<file path="src/rtl/regfile_access_arbiter_if.sv">
// Requester-side bus of the register-file access arbiter: two request/response
// channels (control unit, I/O port) plus the shared error and busy indications.
interface regfile_access_arbiter_if;
  logic        req0_valid;
  logic        req0_we;
  logic [1:0]  req0_sel;
  logic [15:0] req0_wdata;
  logic        req0_ready;
  logic        req0_rvalid;
  logic [15:0] req0_rdata;

  logic        req1_valid;
  logic        req1_we;
  logic [1:0]  req1_sel;
  logic [15:0] req1_wdata;
  logic        req1_ready;
  logic        req1_rvalid;
  logic [15:0] req1_rdata;

  logic        err;
  logic        busy;

  modport master (
    output req0_valid, req0_we, req0_sel, req0_wdata,
    output req1_valid, req1_we, req1_sel, req1_wdata,
    input  req0_ready, req0_rvalid, req0_rdata,
    input  req1_ready, req1_rvalid, req1_rdata,
    input  err, busy
  );

  modport slave (
    input  req0_valid, req0_we, req0_sel, req0_wdata,
    input  req1_valid, req1_we, req1_sel, req1_wdata,
    output req0_ready, req0_rvalid, req0_rdata,
    output req1_ready, req1_rvalid, req1_rdata,
    output err, busy
  );
endinterface

</file>
<file path="src/rtl/regfile_access_arbiter.sv">
// Round-robin arbiter giving two requesters single-access turns at the X/Y/ACC
// register bank through an IDLE -> EXEC -> RESP sequence.
module regfile_access_arbiter (
  input  logic                    clk,
  input  logic                    rst,
  regfile_access_arbiter_if.slave bus,
  output logic [15:0]             gpr_data_in,
  output logic                    gpr_write_x,
  output logic                    gpr_write_y,
  output logic                    gpr_write_acc,
  output logic                    gpr_read_x,
  output logic                    gpr_read_y,
  output logic                    gpr_read_acc,
  input  logic [15:0]             gpr_data_out,
  input  logic [15:0]             gpr_data_out_acc
);

  typedef enum logic [1:0] {
    ST_IDLE = 2'd0,
    ST_EXEC = 2'd1,
    ST_RESP = 2'd2
  } state_t;

  localparam logic [1:0] SEL_X   = 2'b00;
  localparam logic [1:0] SEL_Y   = 2'b01;
  localparam logic [1:0] SEL_ACC = 2'b10;
  localparam logic [1:0] SEL_RSV = 2'b11;

  state_t      state_r;
  logic        last_r;
  logic        gid_r;
  logic        we_r;
  logic [1:0]  sel_r;

  logic        rvalid0_r;
  logic        rvalid1_r;
  logic [15:0] rdata0_r;
  logic [15:0] rdata1_r;
  logic        err_r;
  logic        busy_r;
  logic [15:0] data_in_r;
  logic [5:0]  strobe_r;

  logic        grant_s;
  logic        grant_id_s;
  logic        g_we_s;
  logic [1:0]  g_sel_s;
  logic [15:0] g_wdata_s;
  logic [5:0]  strobe_s;
  logic [15:0] capture_s;

  // Strobe vector layout: {write_x, write_y, write_acc, read_x, read_y, read_acc}
  function automatic logic [5:0] strobe_decode(input logic we, input logic [1:0] sel);
    logic [2:0] onehot;
    case (sel)
      SEL_X:   onehot = 3'b100;
      SEL_Y:   onehot = 3'b010;
      SEL_ACC: onehot = 3'b001;
      default: onehot = 3'b000;
    endcase
    if (we) begin
      strobe_decode = {onehot, 3'b000};
    end else begin
      strobe_decode = {3'b000, onehot};
    end
  endfunction

  // Round-robin grant, only while idle; last_r holds the id served most recently
  always_comb begin
    grant_s    = 1'b0;
    grant_id_s = 1'b0;
    if ((state_r == ST_IDLE) && !rst) begin
      if (bus.req0_valid && bus.req1_valid) begin
        grant_s    = 1'b1;
        grant_id_s = ~last_r;
      end else if (bus.req0_valid) begin
        grant_s    = 1'b1;
        grant_id_s = 1'b0;
      end else if (bus.req1_valid) begin
        grant_s    = 1'b1;
        grant_id_s = 1'b1;
      end else begin
        grant_s    = 1'b0;
        grant_id_s = 1'b0;
      end
    end else begin
      grant_s    = 1'b0;
      grant_id_s = 1'b0;
    end
  end

  // Operand mux for the granted requester
  always_comb begin
    g_we_s    = 1'b0;
    g_sel_s   = 2'b00;
    g_wdata_s = 16'h0000;
    if (grant_id_s) begin
      g_we_s    = bus.req1_we;
      g_sel_s   = bus.req1_sel;
      g_wdata_s = bus.req1_wdata;
    end else begin
      g_we_s    = bus.req0_we;
      g_sel_s   = bus.req0_sel;
      g_wdata_s = bus.req0_wdata;
    end
  end

  assign strobe_s = grant_s ? strobe_decode(g_we_s, g_sel_s) : 6'b000000;

  // Read data selected from the bank port matching the latched target
  always_comb begin
    capture_s = 16'h0000;
    if (we_r) begin
      capture_s = 16'h0000;
    end else begin
      case (sel_r)
        SEL_X:   capture_s = gpr_data_out;
        SEL_Y:   capture_s = gpr_data_out;
        SEL_ACC: capture_s = gpr_data_out_acc;
        default: capture_s = 16'h0000;
      endcase
    end
  end

  // Transaction FSM; strobes, response and status are all registered here
  always_ff @(posedge clk) begin
    if (rst) begin
      state_r   <= ST_IDLE;
      last_r    <= 1'b1;
      gid_r     <= 1'b0;
      we_r      <= 1'b0;
      sel_r     <= 2'b00;
      rvalid0_r <= 1'b0;
      rvalid1_r <= 1'b0;
      rdata0_r  <= 16'h0000;
      rdata1_r  <= 16'h0000;
      err_r     <= 1'b0;
      busy_r    <= 1'b0;
      data_in_r <= 16'h0000;
      strobe_r  <= 6'b000000;
    end else begin
      rvalid0_r <= 1'b0;
      rvalid1_r <= 1'b0;
      rdata0_r  <= 16'h0000;
      rdata1_r  <= 16'h0000;
      err_r     <= 1'b0;
      data_in_r <= 16'h0000;
      strobe_r  <= 6'b000000;
      case (state_r)
        ST_IDLE: begin
          if (grant_s) begin
            state_r  <= ST_EXEC;
            busy_r   <= 1'b1;
            gid_r    <= grant_id_s;
            we_r     <= g_we_s;
            sel_r    <= g_sel_s;
            strobe_r <= strobe_s;
            // The reserved target gets no strobe, so it gets no write data either
            if (g_we_s && (g_sel_s != SEL_RSV)) begin
              data_in_r <= g_wdata_s;
            end else begin
              data_in_r <= 16'h0000;
            end
          end else begin
            state_r <= ST_IDLE;
            busy_r  <= 1'b0;
          end
        end
        ST_EXEC: begin
          state_r <= ST_RESP;
          busy_r  <= 1'b1;
          err_r   <= (sel_r == SEL_RSV);
          if (gid_r) begin
            rvalid1_r <= 1'b1;
            rdata1_r  <= capture_s;
          end else begin
            rvalid0_r <= 1'b1;
            rdata0_r  <= capture_s;
          end
        end
        ST_RESP: begin
          state_r <= ST_IDLE;
          busy_r  <= 1'b0;
          last_r  <= gid_r;
        end
        default: begin
          state_r <= ST_IDLE;
          busy_r  <= 1'b0;
        end
      endcase
    end
  end

  assign bus.req0_ready  = grant_s & ~grant_id_s;
  assign bus.req1_ready  = grant_s & grant_id_s;
  assign bus.req0_rvalid = rvalid0_r;
  assign bus.req1_rvalid = rvalid1_r;
  assign bus.req0_rdata  = rdata0_r;
  assign bus.req1_rdata  = rdata1_r;
  assign bus.err         = err_r;
  assign bus.busy        = busy_r;

  assign gpr_data_in = data_in_r;
  assign {gpr_write_x, gpr_write_y, gpr_write_acc,
          gpr_read_x, gpr_read_y, gpr_read_acc} = strobe_r;

endmodule
</file>
<file path="src/flat_wrapper.sv">
// flat-port wrapper written by rule: the top's interface ports become plain ports
module regfile_access_arbiter_flat 
  (clk, rst, gpr_data_in, gpr_write_x, gpr_write_y, gpr_write_acc, gpr_read_x, gpr_read_y, gpr_read_acc, gpr_data_out, gpr_data_out_acc, bus_req0_valid, bus_req0_we, bus_req0_sel, bus_req0_wdata, bus_req1_valid, bus_req1_we, bus_req1_sel, bus_req1_wdata, bus_req0_ready, bus_req0_rvalid, bus_req0_rdata, bus_req1_ready, bus_req1_rvalid, bus_req1_rdata, bus_err, bus_busy);
  regfile_access_arbiter_if bus_i ();
  input  logic clk;
  input  logic rst;
  output logic [15:0] gpr_data_in;
  output logic gpr_write_x;
  output logic gpr_write_y;
  output logic gpr_write_acc;
  output logic gpr_read_x;
  output logic gpr_read_y;
  output logic gpr_read_acc;
  input  logic [15:0] gpr_data_out;
  input  logic [15:0] gpr_data_out_acc;
  input wire logic [$bits(bus_i.req0_valid)-1:0] bus_req0_valid;
  input wire logic [$bits(bus_i.req0_we)-1:0] bus_req0_we;
  input wire logic [$bits(bus_i.req0_sel)-1:0] bus_req0_sel;
  input wire logic [$bits(bus_i.req0_wdata)-1:0] bus_req0_wdata;
  input wire logic [$bits(bus_i.req1_valid)-1:0] bus_req1_valid;
  input wire logic [$bits(bus_i.req1_we)-1:0] bus_req1_we;
  input wire logic [$bits(bus_i.req1_sel)-1:0] bus_req1_sel;
  input wire logic [$bits(bus_i.req1_wdata)-1:0] bus_req1_wdata;
  output wire logic [$bits(bus_i.req0_ready)-1:0] bus_req0_ready;
  output wire logic [$bits(bus_i.req0_rvalid)-1:0] bus_req0_rvalid;
  output wire logic [$bits(bus_i.req0_rdata)-1:0] bus_req0_rdata;
  output wire logic [$bits(bus_i.req1_ready)-1:0] bus_req1_ready;
  output wire logic [$bits(bus_i.req1_rvalid)-1:0] bus_req1_rvalid;
  output wire logic [$bits(bus_i.req1_rdata)-1:0] bus_req1_rdata;
  output wire logic [$bits(bus_i.err)-1:0] bus_err;
  output wire logic [$bits(bus_i.busy)-1:0] bus_busy;
  assign bus_i.req0_valid = bus_req0_valid;
  assign bus_i.req0_we = bus_req0_we;
  assign bus_i.req0_sel = bus_req0_sel;
  assign bus_i.req0_wdata = bus_req0_wdata;
  assign bus_i.req1_valid = bus_req1_valid;
  assign bus_i.req1_we = bus_req1_we;
  assign bus_i.req1_sel = bus_req1_sel;
  assign bus_i.req1_wdata = bus_req1_wdata;
  assign bus_req0_ready = bus_i.req0_ready;
  assign bus_req0_rvalid = bus_i.req0_rvalid;
  assign bus_req0_rdata = bus_i.req0_rdata;
  assign bus_req1_ready = bus_i.req1_ready;
  assign bus_req1_rvalid = bus_i.req1_rvalid;
  assign bus_req1_rdata = bus_i.req1_rdata;
  assign bus_err = bus_i.err;
  assign bus_busy = bus_i.busy;
  regfile_access_arbiter u_core (.clk(clk), .rst(rst), .bus(bus_i), .gpr_data_in(gpr_data_in), .gpr_write_x(gpr_write_x), .gpr_write_y(gpr_write_y), .gpr_write_acc(gpr_write_acc), .gpr_read_x(gpr_read_x), .gpr_read_y(gpr_read_y), .gpr_read_acc(gpr_read_acc), .gpr_data_out(gpr_data_out), .gpr_data_out_acc(gpr_data_out_acc));
endmodule
</file>
<file path="config.mk">
export PLATFORM = sky130hd
export DESIGN_NAME = regfile_access_arbiter_flat
export DESIGN_NICKNAME = d
export VERILOG_FILES = /design/src/rtl/regfile_access_arbiter_if.sv /design/src/rtl/regfile_access_arbiter.sv /design/src/flat_wrapper.sv
export SDC_FILE = /design/constraint.sdc
export NUM_CORES = 1
export LEC_CHECK = 0
export CAP_MARGIN = 20
export CORE_ASPECT_RATIO = 2
export CORE_MARGIN = 10
export CORE_UTILIZATION = 41
export DETAILED_ROUTE_END_ITERATION = 10
export MAX_ROUTING_LAYER = met4
export PLACE_DENSITY = 0.85
export SYNTH_ARGS = -nofsm -noshare
export SYNTH_HDL_FRONTEND = slang
export SYNTH_SLANG_ARGS = --single-unit
</file>
<file path="constraint.sdc">
create_clock -name clk -period 3 [get_ports clk]
set_clock_uncertainty 0.2 [all_clocks]
set_input_delay 0.6 -clock clk [delete_from_list [all_inputs] [get_ports clk]]
set_output_delay 0.6 -clock clk [all_outputs]
set_load 0.1 [all_outputs]
</file>
# Yosys cells after proc, flatten, opt, wreduce, memory -nomap -nowiden
# Index checks and enable logic that the tools add are counted.
[word_totals]
ff_bits = 65
elab_cells = 66
[classes]
eq_ne = 8
muxes = 19
n_bitwise = 10
reduce_logical = 15
[ops]
columns = ["cell", "count"]
rows = [
  ["$mux W16", 2],
  ["$pmux W16 S2", 1],
  ["$mux W1", 12],
  ["$reduce_or A4 Y1", 3],
  ["$pmux W3 S3", 1],
  ["$eq A2 B2 Y1 const B", 4],
  ["$not A1 Y1", 8],
  ["$eq A2 B1 Y1 const B", 3],
  ["$logic_not A2 Y1", 3],
  ["$reduce_or A3 Y1", 2],
  ["$pmux W2 S2", 1],
  ["$reduce_or A2 Y1", 2],
  ["$logic_and A1 B1 Y1", 3],
  ["$and A1 B1 Y1", 2],
  ["$mux W2", 1],
  ["$ne A2 B2 Y1 const B", 1],
  ["$pmux W1 S2", 1],
  ["$reduce_and A2 Y1", 1],
  ["$logic_not A1 Y1", 1],
]

# Depth between registers and ports, before layout
# Gate-level depths: netlist (run 1).
[depth]
ltp_word = 9
ltp_mapped = 6
ltp_nobuf = 4

# Worst setup path after synthesis (run 1)
# Ideal clock, no wire load.
[synth_path]
path_type = "in2out"
start = "input port rst"
end = "output port bus_req0_ready"
t_arrival_ps = 2572
path_slack_ps = -372
cell_stages = 5
path_buffers = 2
cell_sequence = "buf_6 nor3_2 nand2_1 clkbuf_1 nor2_1"
[synth_between]
elab_chain_len = 5
word_cells_on_any_way = 6
cone_classes = "mux (2); bitwise (2); reduce/logical (2)"
[synth_lines]
columns = ["item", "line_no", "text"]
rows = [
  ["start, declared", "flat_wrapper.sv:6", "input logic rst;"],
  ["$logic_not A1 Y1 *", "regfile_access_arbiter.sv:72", "if ((state_r == ST_IDLE) && !rst) begin"],
  ["$logic_and A1 B1 Y1 *", "regfile_access_arbiter.sv:72", ""],
  ["$mux W1", "regfile_access_arbiter.sv:72", ""],
  ["$not A1 Y1", "regfile_access_arbiter.sv:194", "assign bus.req0_ready = grant_s & ~grant_id_s;"],
  ["$and A1 B1 Y1 *", "regfile_access_arbiter.sv:194", ""],
  ["end, declared", "flat_wrapper.sv:24", "output wire logic [$bits(bus_i.req0_ready)-1:0] bus_req0_ready;"],
]
# Every way passes the cells marked *; elsewhere a longest branch is shown, timed or not.

# Final worst setup path (run 1)
# Same ends and word-level chain as after synthesis.

==> flow_results.org, run 1 <==
** Run status
- The flow ran to the end, and the final reports show no timing, DRC or antenna violations.

** Power
- Of the total power, registers draw 36.8%.
- Cell internal power was estimated by the tool at 1.83 mW.
- Of the total power, the share spent switching nets is 26.2%.
- Static Leakage :: 1.62 nW
- The design draws 2.48 mW.
- The share of total power dissipated in the clock network is 43.8%.
- Summed over all nets, the switching power comes to 0.650 mW.
- The worst-case IR drop observed on VDD is 0.000548 V.
- Power density over the cells :: 625 mW/mm^2
- Combinational Power Share :: 19.3%

** Critical path
- Critical path arrival :: 1900 ps
- Traced cell by cell, the critical path runs through clkdlybuf4s50_1, nor3_2, nand2_1, nor2_2, buf_12.
- On the worst path, the slowest cell contributes a delay of 570 ps.
- Measured in cells, the most critical reg-to-reg path has a length of 3.
- Delay-heaviest family, CP :: buffers and inverters
- Startpoint-to-endpoint class of the critical path :: input pin to output pin
- Req. time, crit path :: 2200 ps
- Launching point of the worst reg2reg path :: u_core.state_r[0]
- CP max-delay cell :: sky130_fd_sc_hd__clkdlybuf4s50_1
- STA classifies the critical path endpoint as an output pin.
- FF-to-FF setup slack :: 1150 ps
- STA classifies the critical path startpoint as an input pin.
- Worst Path Buf+Inv :: 2
- Critical path fanouts, max :: 9
- Endpoint of the worst-slack reg-to-reg timing path :: u_core.bus.req0_rdata[10]

** Clocking
- In this run the deepest clock path goes through 2 buffers.
- Clock net sink count :: 65
- In this run, CTS created clock tree buffers numbering 9.
- Clock tree from TritonCTS :: yes
- Clock root cell :: sky130_fd_sc_hd__clkbuf_16
- CTS clk-pin slew, worst paths :: 50 ps
- CTS hold repair buffers :: 0
- Post-CTS setup buffer count :: 0
- Deepest level of the CTS H-tree :: 3
- Clock latency reported for the late side of the worst-skew pair :: 320 ps
- The number of gates resized after CTS was 0.

** Global route
- The number of antenna violations at the first check in global routing is 0.
- After global routing, the most crowded layer is met2.
- Entering global routing, the biggest net connects 24 pins.
- Remaining global-route overflow :: 0
- Number of global-route vias before repair :: 2503
- GRT Overall Usage :: 17.5%
- In the global route stage, met2 resource usage came out at 32.2%.
- Wire length of the first global-routing pass :: 12600 microns
- GR Layer Usage met1 :: 15.5%
- Met3 capacity usage during global routing :: 5.66%

** STA
- Final worst slack :: 302 ps
- Slew Limit Fails :: 0
- Setup repair after global routing left no endpoint under its margin.
- Hold Fails Final Rpt :: 0
- Fmax :: 371 MHz
- In the finished design, the share of the clock period the worst path needs comes to 89.9%.
- At the pin with the least slew margin, the transition time is 712 ps.
- The clock period could shrink to 2700 ps.
- Adding up every negative setup slack in the final design gives 0 ps.
- The worst pin sits at a relative slew slack of 52.5%.
- Setup violations remaining at the end of the flow were counted as 0.

** Yosys
- In this run the cell area of the synthesized design comes to 0.00240 sq mm.
- Of the total synthesized cell area, the portion taken by full adders, half adders and majority gates is 0%.
- Of the post-synthesis cell area, the part taken by muxes is 0.887%.
- Number of synthesized register bits :: 65
- Synth unique cells :: 32
- Fraction of the mapped netlist area in compound gates :: 19.2%
- Counting every net in the synthesized netlist gives 327.
- Simple-Gate Fraction of Synth Area :: 20.9%
- The Yosys step of the flow raised 0 warnings.
- After synthesis, the mean cell area works out to 9.48 sq um.
- By area, the combinational part of the netlist is dominated by simple AND/OR/NAND/NOR gates.
- Summing the sequential cell areas from Yosys gives 54.3% of the chip area.
- After technology mapping, the gate count stands at 253.
- Synthesized-area fraction occupied by xor and xnor cells :: 0%

** Detailed routing
- After detailed routing, the average wire length per cell comes to 18.7 microns.
- The count of nets left with antenna violations once routing finished came out at 0.
- DRC marker count from the first detailed-route iteration :: 137
- Drt via density :: 5.35
- Detailed Route WL :: 8380 microns
- Post-route DRC violation count :: 0
- Vias :: 2402
- The first detailed-routing pass ran for 4 iterations.

** Finish
- After the last flow step, the layout net total stands at 459.
- Synthesis-to-layout area growth :: 65.5%
- Cells fill 69.5% of the core in the end.
- Number of antenna repair diodes :: 0
- Share of layout cells above drive strength 1 :: 24.0%

** Placement
- The wire-length estimate of the detail-placed layout is 6710 microns.
- Before CTS, the worst setup slack after placement is 275 ps.
- Buffers added on ports :: 133
- Last weighted congestion value of the routability-driven placer :: 0.864

** Worst hold path
- Min-delay worst type :: flip-flop to flip-flop
- Hold-critical path depth :: 1
- The worst hold path begins at u_core.gid_r.
- WHS Endpoint :: u_core.bus.req0_rvalid

** Die
- The core region is 0.00571 sq mm.
- Full die area :: 0.00950 sq mm
- Boundary pin count :: 134
- Overall die height :: 128 microns
- Initial Utilization :: 42.0%
- Width of the die :: 74.1 microns
- Row count :: 39

** Flow run
- Across the run, the number of max-cap violations was 0.
## synthesized netlist by cell type
cell type / instances / area (sq um)
sky130_fd_sc_hd__nor2_1: 37 / 139
sky130_fd_sc_hd__or3b_4: 1 / 11.3
sky130_fd_sc_hd__o211ai_1: 16 / 120
sky130_fd_sc_hd__and2b_1: 1 / 7.51
sky130_fd_sc_hd__mux2_2: 1 / 11.3
sky130_fd_sc_hd__a21boi_2: 1 / 11.3
sky130_fd_sc_hd__and3_1: 1 / 6.26
sky130_fd_sc_hd__a311oi_1: 2 / 17.5
sky130_fd_sc_hd__a21oi_1: 20 / 100
sky130_fd_sc_hd__nor3_2: 1 / 10.0
sky130_fd_sc_hd__buf_2: 2 / 10.0
sky130_fd_sc_hd__a211o_1: 1 / 8.76
sky130_fd_sc_hd__nand4_1: 16 / 100
sky130_fd_sc_hd__o21ai_0: 4 / 20.0
sky130_fd_sc_hd__inv_1: 3 / 11.3
sky130_fd_sc_hd__or2_2: 1 / 6.26
sky130_fd_sc_hd__nor3_1: 1 / 5.00
sky130_fd_sc_hd__or4_4: 1 / 11.3
sky130_fd_sc_hd__nand4b_1: 2 / 17.5
sky130_fd_sc_hd__nand3b_1: 1 / 7.51
sky130_fd_sc_hd__dfxtp_1: 65 / 1300
sky130_fd_sc_hd__and2_1: 1 / 6.26
sky130_fd_sc_hd__a211oi_1: 23 / 173
sky130_fd_sc_hd__mux2i_1: 1 / 10.0
sky130_fd_sc_hd__or3_4: 1 / 11.3
sky130_fd_sc_hd__nand2_1: 8 / 30.0
sky130_fd_sc_hd__buf_1: 1 / 3.75
sky130_fd_sc_hd__buf_6: 3 / 33.8
sky130_fd_sc_hd__or3_1: 1 / 6.26
sky130_fd_sc_hd__clkbuf_1: 15 / 56.3
sky130_fd_sc_hd__nor2b_1: 20 / 125
sky130_fd_sc_hd__a21bo_2: 1 / 10.0
## routing by layer
metal / share of wire (%) / vias to the layer above
met5: 0 / -
met2: 56 / 104
met4: 2.4 / 0
met3: 8.5 / 17
li1: - / 1164
met1: 33 / 1117
## kinds of logic (layout without fill, tap and decap cells)
group / Yosys count / after routing
buffers and inverters: 24 / 159
AOI/OAI and AO/OA: 68 / 68
DFF: 65 / 65
and+or+nand+nor: 94 / 94
muxes: 2 / 2
## power by group through the flow
stage	logic, mW	registers (mW)	clock network (mW)
floorplan	0.148	1.07	0
global placement	0.471	0.930	0
detailed placement	0.477	0.931	0
CTS	0.479	0.913	1.10
global route	0.505	0.915	1.13
finish	0.479	0.913	1.09
## area by class of cell
type                            instances  area, sq um
Tap cell                               61         76.3
Inverter                                3         11.3
Fill cell                             472         1740
Multi-Input combinational cell        164          988
Clock inverter                          3         65.1
Sequential cell                        65         1300
Timing Repair Buffer                  142         1270
Clock buffer                           11          253
## flip-flops by register name (all words and copies together), names as in the netlist, 2 cells and up
name / flops
u_core.state_r: 2
u_core.bus.req1_rdata: 16
u_core.gpr_data_in: 16
u_core.bus.req0_rdata: 16
u_core.strobe_r: 6
u_core.sel_r: 2
## how the worst max path moves through the flow
| stage | startpoint | endpoint | slack [ps] | depth (start not counted) |
|---|---|---|---|---|
| 2_1_floorplan | rst | bus_req0_ready | 80 | 5 |
| 3_3_place_gp | rst | bus_req0_ready | 340 | 5 |
| 3_5_place_dp | rst | bus_req0_ready | 280 | 5 |
| 4_1_cts | rst | bus_req0_ready | 280 | 5 |
| 5_1_grt | rst | bus_req0_ready | 170 | 5 |
| 6_report | rst | bus_req0_ready | 300 | 5 |
## stage by stage
step	instances	hold WS (ps)	area, sq um
final	449	298	3970
after global routing	449	331	3970
after CTS	449	301	3970
after detailed placement	435	289	3650
after global placement	435	289	3650
after floorplan	253	239	2400
## layout by cell type, fill, tap and decap left out, types with 2 or more instances in the layout
master                             n
sky130_fd_sc_hd__o21ai_0           4
sky130_fd_sc_hd__clkdlybuf4s50_1  73
sky130_fd_sc_hd__nand4b_1          2
sky130_fd_sc_hd__a211oi_1         23
sky130_fd_sc_hd__nand4_1          16
sky130_fd_sc_hd__nor2b_1          20
sky130_fd_sc_hd__nor2_1           36
sky130_fd_sc_hd__nand2_1           8
sky130_fd_sc_hd__a21oi_1          20
sky130_fd_sc_hd__clkbuf_16         9
sky130_fd_sc_hd__a311oi_1          2
sky130_fd_sc_hd__inv_1             3
sky130_fd_sc_hd__buf_12            2
sky130_fd_sc_hd__buf_4            67
sky130_fd_sc_hd__dfxtp_1          65
sky130_fd_sc_hd__bufinv_16         2
sky130_fd_sc_hd__clkbuf_8          2
sky130_fd_sc_hd__o211ai_1         16
Note: power is estimated with default switching activity, not from simulation.
==> run 2: changes to the inputs <==
--- a/config.mk
+++ b/config.mk
@@ -5,7 +5,6 @@
 export SDC_FILE = /design/constraint.sdc
 export NUM_CORES = 1
 export LEC_CHECK = 0
-export CAP_MARGIN = 20
 export CORE_ASPECT_RATIO = 2
 export CORE_MARGIN = 10
 export CORE_UTILIZATION = 41
==> results of run 2 <==
Final layout, timing and power as in run 1 (identical DEF).
==> variant 1 (flow settings as in run 1) <==
Make the reset (`rst`) asynchronous in one clocked block.
--- a/src/rtl/regfile_access_arbiter.sv
+++ b/src/rtl/regfile_access_arbiter.sv
@@ -124,5 +124,5 @@
 
   // Transaction FSM; strobes, response and status are all registered here
-  always_ff @(posedge clk) begin
+  always_ff @(posedge clk or posedge rst) begin
     if (rst) begin
       state_r   <= ST_IDLE;
Function: differs if rst is asserted again (counterexample within 4 cycles, from zero or initial values and one cycle with rst high); with rst held inactive, the same outputs for 10 cycles.
==> variant 1 against run 1 <==
Utilization is 1.3 points lower; maximum frequency is 0.61% higher; cell count is 4.7% lower; setup slack better by 0.016 ns; critical path type unchanged; power is 11% higher; count of clock-buffer cells in the layout stayed put; synthesized cell count is 12% lower; hold slack worse by 0.0093 ns; largest power group unchanged; synthesized area is 3.8% higher; wire length is 13% lower; sequential cell count stayed put; sequential share of layout area is 7.3 points higher; cell area is 2.4% higher.
==> variant 1: results (changes against run 1) <==
| Metric | Value |
|---|---|
| Status | complete, no violations (unchanged) |
| Met3 usage | 0.0418 (was 0.0566) |
| Metal3 WL | 545 µm (was 714 µm) |
| Met1 global-route usage | 0.128 (was 0.155) |
| Worst Tran Pin Value | 0.657 ns (was 0.712 ns) |
| Slack of the critical path | 0.318 ns (was 0.302 ns) |
| WP data arrival | 1.88 ns (was 1.90 ns) |
| Nonclk buf count | 138 (was 142) |
| Invs w/o clock | 4 (was 3) |
| Largest cells by area after synthesis | dfrtp_1, nor2_1, nor2b_1 (was dfxtp_1, a211oi_1, nor2_1) |
| Register area share after synthesis | 0.654 (was 0.543) |
| Seq area share | 0.401 (was 0.328) |
| Worst r2r dst | u_core.bus.req1_rdata[9]$_DFF_PP0_ (was u_core.bus.req0_rdata[10]$_SDFF_PP0_) |
| Crit-path max cell delay | 0.47 ns (was 0.57 ns) |
| NonClk Buf Share | 0.309 (was 0.321) |
| Hold_sp | u_core.gid_r$_DFFE_PP0N_ (was u_core.gid_r$_SDFFE_PP0P_) |
| Most used DFF post-synth | dfrtp_1 (was dfxtp_1) |
| Vias | 2,074 (was 2,402) |
| Vias per cell | 4.85 (was 5.35) |
| Mapped Nets | 297 (was 327) |
| Asr flop ratio synth | 1.00 (was 0) |
| FF-to-FF setup slack | 1.21 ns (was 1.15 ns) |
| ClkCell Share | 0.0755 (was 0.0801) |
| Synth cell types | 29 (was 32) |
| Largest net degree at the start of global routing | 66 (was 24) |
| Placed cell area | 0.00376 mm² (was 0.00365 mm²) |
| Net Switching | 0.878 mW (was 0.650 mW) |
| Clock Power | 1.03 mW (was 1.09 mW) |
| First-pass GRT wire length | 10,800 µm (was 12,600 µm) |
| Routed WL | 7320 µm (was 8380 µm) |
| Syn Std Cell Area | 0.00249 mm² (was 0.00240 mm²) |
| WL met2 | 4300 µm (was 4670 µm) |
| M2 GR Usage | 0.287 (was 0.322) |
| 1st-iter DRT viols | 63 (was 137) |
| Post-synthesis cell count | 223 (was 253) |
| Sequential Power Share | 0.354 (was 0.368) |
| Fill cell count | 435 (was 472) |
| Post-Route M1 WL | 2290 µm (was 2790 µm) |
| Sequential power | 0.972 mW (was 0.913 mW) |
| VDD IR-drop max | 0.000498 V (was 0.000548 V) |
| Register area | 0.00163 mm² (was 0.00130 mm²) |
[variant 1: changes by cell type after synthesis, moves of 3 or more]
cell      delta
dfxtp_1     -65
dfrtp_1     +64
nor2_1      +21
o211ai_1    -16
a21oi_1      -3
nand2b_1     +3
o22ai_1     +16
mux2i_1      +4
a211oi_1    -23
nand4_1     -15
clkbuf_1    -12
[variant 1: kinds of logic after synthesis]
kind of cell | synth area share
and+or+nand+nor | 0.188
DFF | 0.654
AOI/OAI and AO/OA | 0.0925
buffers and inverters | 0.0347
muxes | 0.0307
[variant 1: worst max path at each step]
stage / start / to / cells past startpoint
3_5_place_dp: rst / bus_req0_ready / 5
2_1_floorplan: bus_req1_valid / bus_req0_ready / 4
4_1_cts: rst / bus_req0_ready / 5
6_report: rst / bus_req0_ready / 5
5_1_grt: rst / bus_req0_ready / 5
3_3_place_gp: rst / bus_req0_ready / 5
==> variant 2 (config.mk and constraints of run 1) <==
Made on the original files. Encoding of `state_t`: now one-hot (3 bits for 3 states).
--- a/src/rtl/regfile_access_arbiter.sv
+++ b/src/rtl/regfile_access_arbiter.sv
@@ -16,8 +16,8 @@
 );
 
-  typedef enum logic [1:0] {
-    ST_IDLE = 2'd0,
-    ST_EXEC = 2'd1,
-    ST_RESP = 2'd2
+  typedef enum logic [2:0] {
+    ST_IDLE = 3'b001,
+    ST_EXEC = 3'b010,
+    ST_RESP = 3'b100
   } state_t;
 
Formal check against the unedited RTL: same outputs for any inputs over 10 cycles, from zero or initial values and one cycle with rst high; not proved beyond that.
==> variant 2 against run 1 <==
Hold slack worse by 0.018 ns; cell area is 2.6% higher; setup slack worse by 0.20 ns; power is 2.1% lower; sequential share of layout area is 0.32 points lower; sequential cell count is 1 higher; cell count is 0.45% lower; synthesized area is 4.9% higher; via count is 1.3% lower; wire length is 5.5% lower; critical endpoint unchanged; largest cell class unchanged; highest routed layer unchanged.
==> variant 2: results (changes against run 1) <==
| Metric | Value |
|---|---|
| Status | complete, no violations (unchanged) |
| Vias per cell | 5.30 (was 5.35) |
| Worst hold slack | 0.280 ns (was 0.298 ns) |
| Worst r2r dst | u_core.gpr_data_in[2]$_SDFF_PP0_ (was u_core.bus.req0_rdata[10]$_SDFF_PP0_) |
| Layout cells sized above 1 | 0.253 (was 0.240) |
| Hold Crit Endpoint | u_core.sel_r[0]$_SDFFE_PP0P_ (was u_core.bus.req0_rvalid$_SDFF_PP0_) |
| Worst Tran Pin Value | 1.24 ns (was 0.712 ns) |
| Fill cell count | 489 (was 472) |
| VDD IR-drop max | 0.000339 V (was 0.000548 V) |
| FF-to-FF setup slack | 0.96 ns (was 1.15 ns) |
| Register area share after synthesis | 0.525 (was 0.543) |
| WL met2 | 4360 µm (was 4670 µm) |
| Mapped Nets | 325 (was 327) |
| Met3 usage | 0.0393 (was 0.0566) |
| Gpl congestion | 0.751 (was 0.864) |
| Metal3 WL | 520 µm (was 714 µm) |
| Placed cell area | 0.00374 mm² (was 0.00365 mm²) |
| Cells on Worst Hold Path | 2 (was 1) |
| DP Cell Count | 431 (was 435) |
| Post-Route M1 WL | 2860 µm (was 2790 µm) |
| Detailed placement HPWL | 6220 µm (was 6710 µm) |
| Largest net degree at the start of global routing | 34 (was 24) |
| CP max FO | 3 (was 9) |
| Slack of the critical path | 0.106 ns (was 0.302 ns) |
| First-pass GRT wire length | 12,000 µm (was 12,600 µm) |
| Wirelength per Cell | 17.7 µm (was 18.7 µm) |
| Synth cell types | 29 (was 32) |
| Leak | 1.65 nW (was 1.62 nW) |
| 1st-iter DRT viols | 120 (was 137) |
| Largest cells by area after synthesis | dfxtp_1, a211oi_1, nand3_1 (was dfxtp_1, a211oi_1, nor2_1) |
| Top cells by count, synth | dfxtp_1, a211oi_1, nand3_1 (was dfxtp_1, nor2_1, a211oi_1) |
| GRT Overall Usage | 0.165 (was 0.175) |
==> variant 2: power groups by stage <==
stage	registers, mW	clock network, mW	logic, mW
6_report	0.929	1.05	0.446
5_1_grt	0.932	1.11	0.473
4_1_cts	0.939	1.08	0.429
3_5_place_dp	0.957	0	0.428
3_3_place_gp	0.955	0	0.422
2_1_floorplan	1.04	0	0.179
==> variant 2: kinds of logic after synthesis <==
kind of cell,count (synthesis),share of synthesized area
flops,66,0.525
mux,7,0.0279
compound gates,56,0.189
simple gates,95,0.204
buf+inv,27,0.0537
==> variant 2: layout make-up <==
class                           count  share of cell area
Sequential cell                    66               0.325
Multi-Input combinational cell    158               0.264
Tap cell                           63              0.0194
Inverter                            6             0.00553
Clock inverter                      3              0.0160
Timing Repair Buffer              139               0.312
Clock buffer                       12              0.0581
==> variant 2: worst max-delay path, stage by stage <==
cell and delay [ns]:
clkdlybuf4s50_1 0.41, or4b_1 0.60, nor3_4 0.27, buf_12 0.20
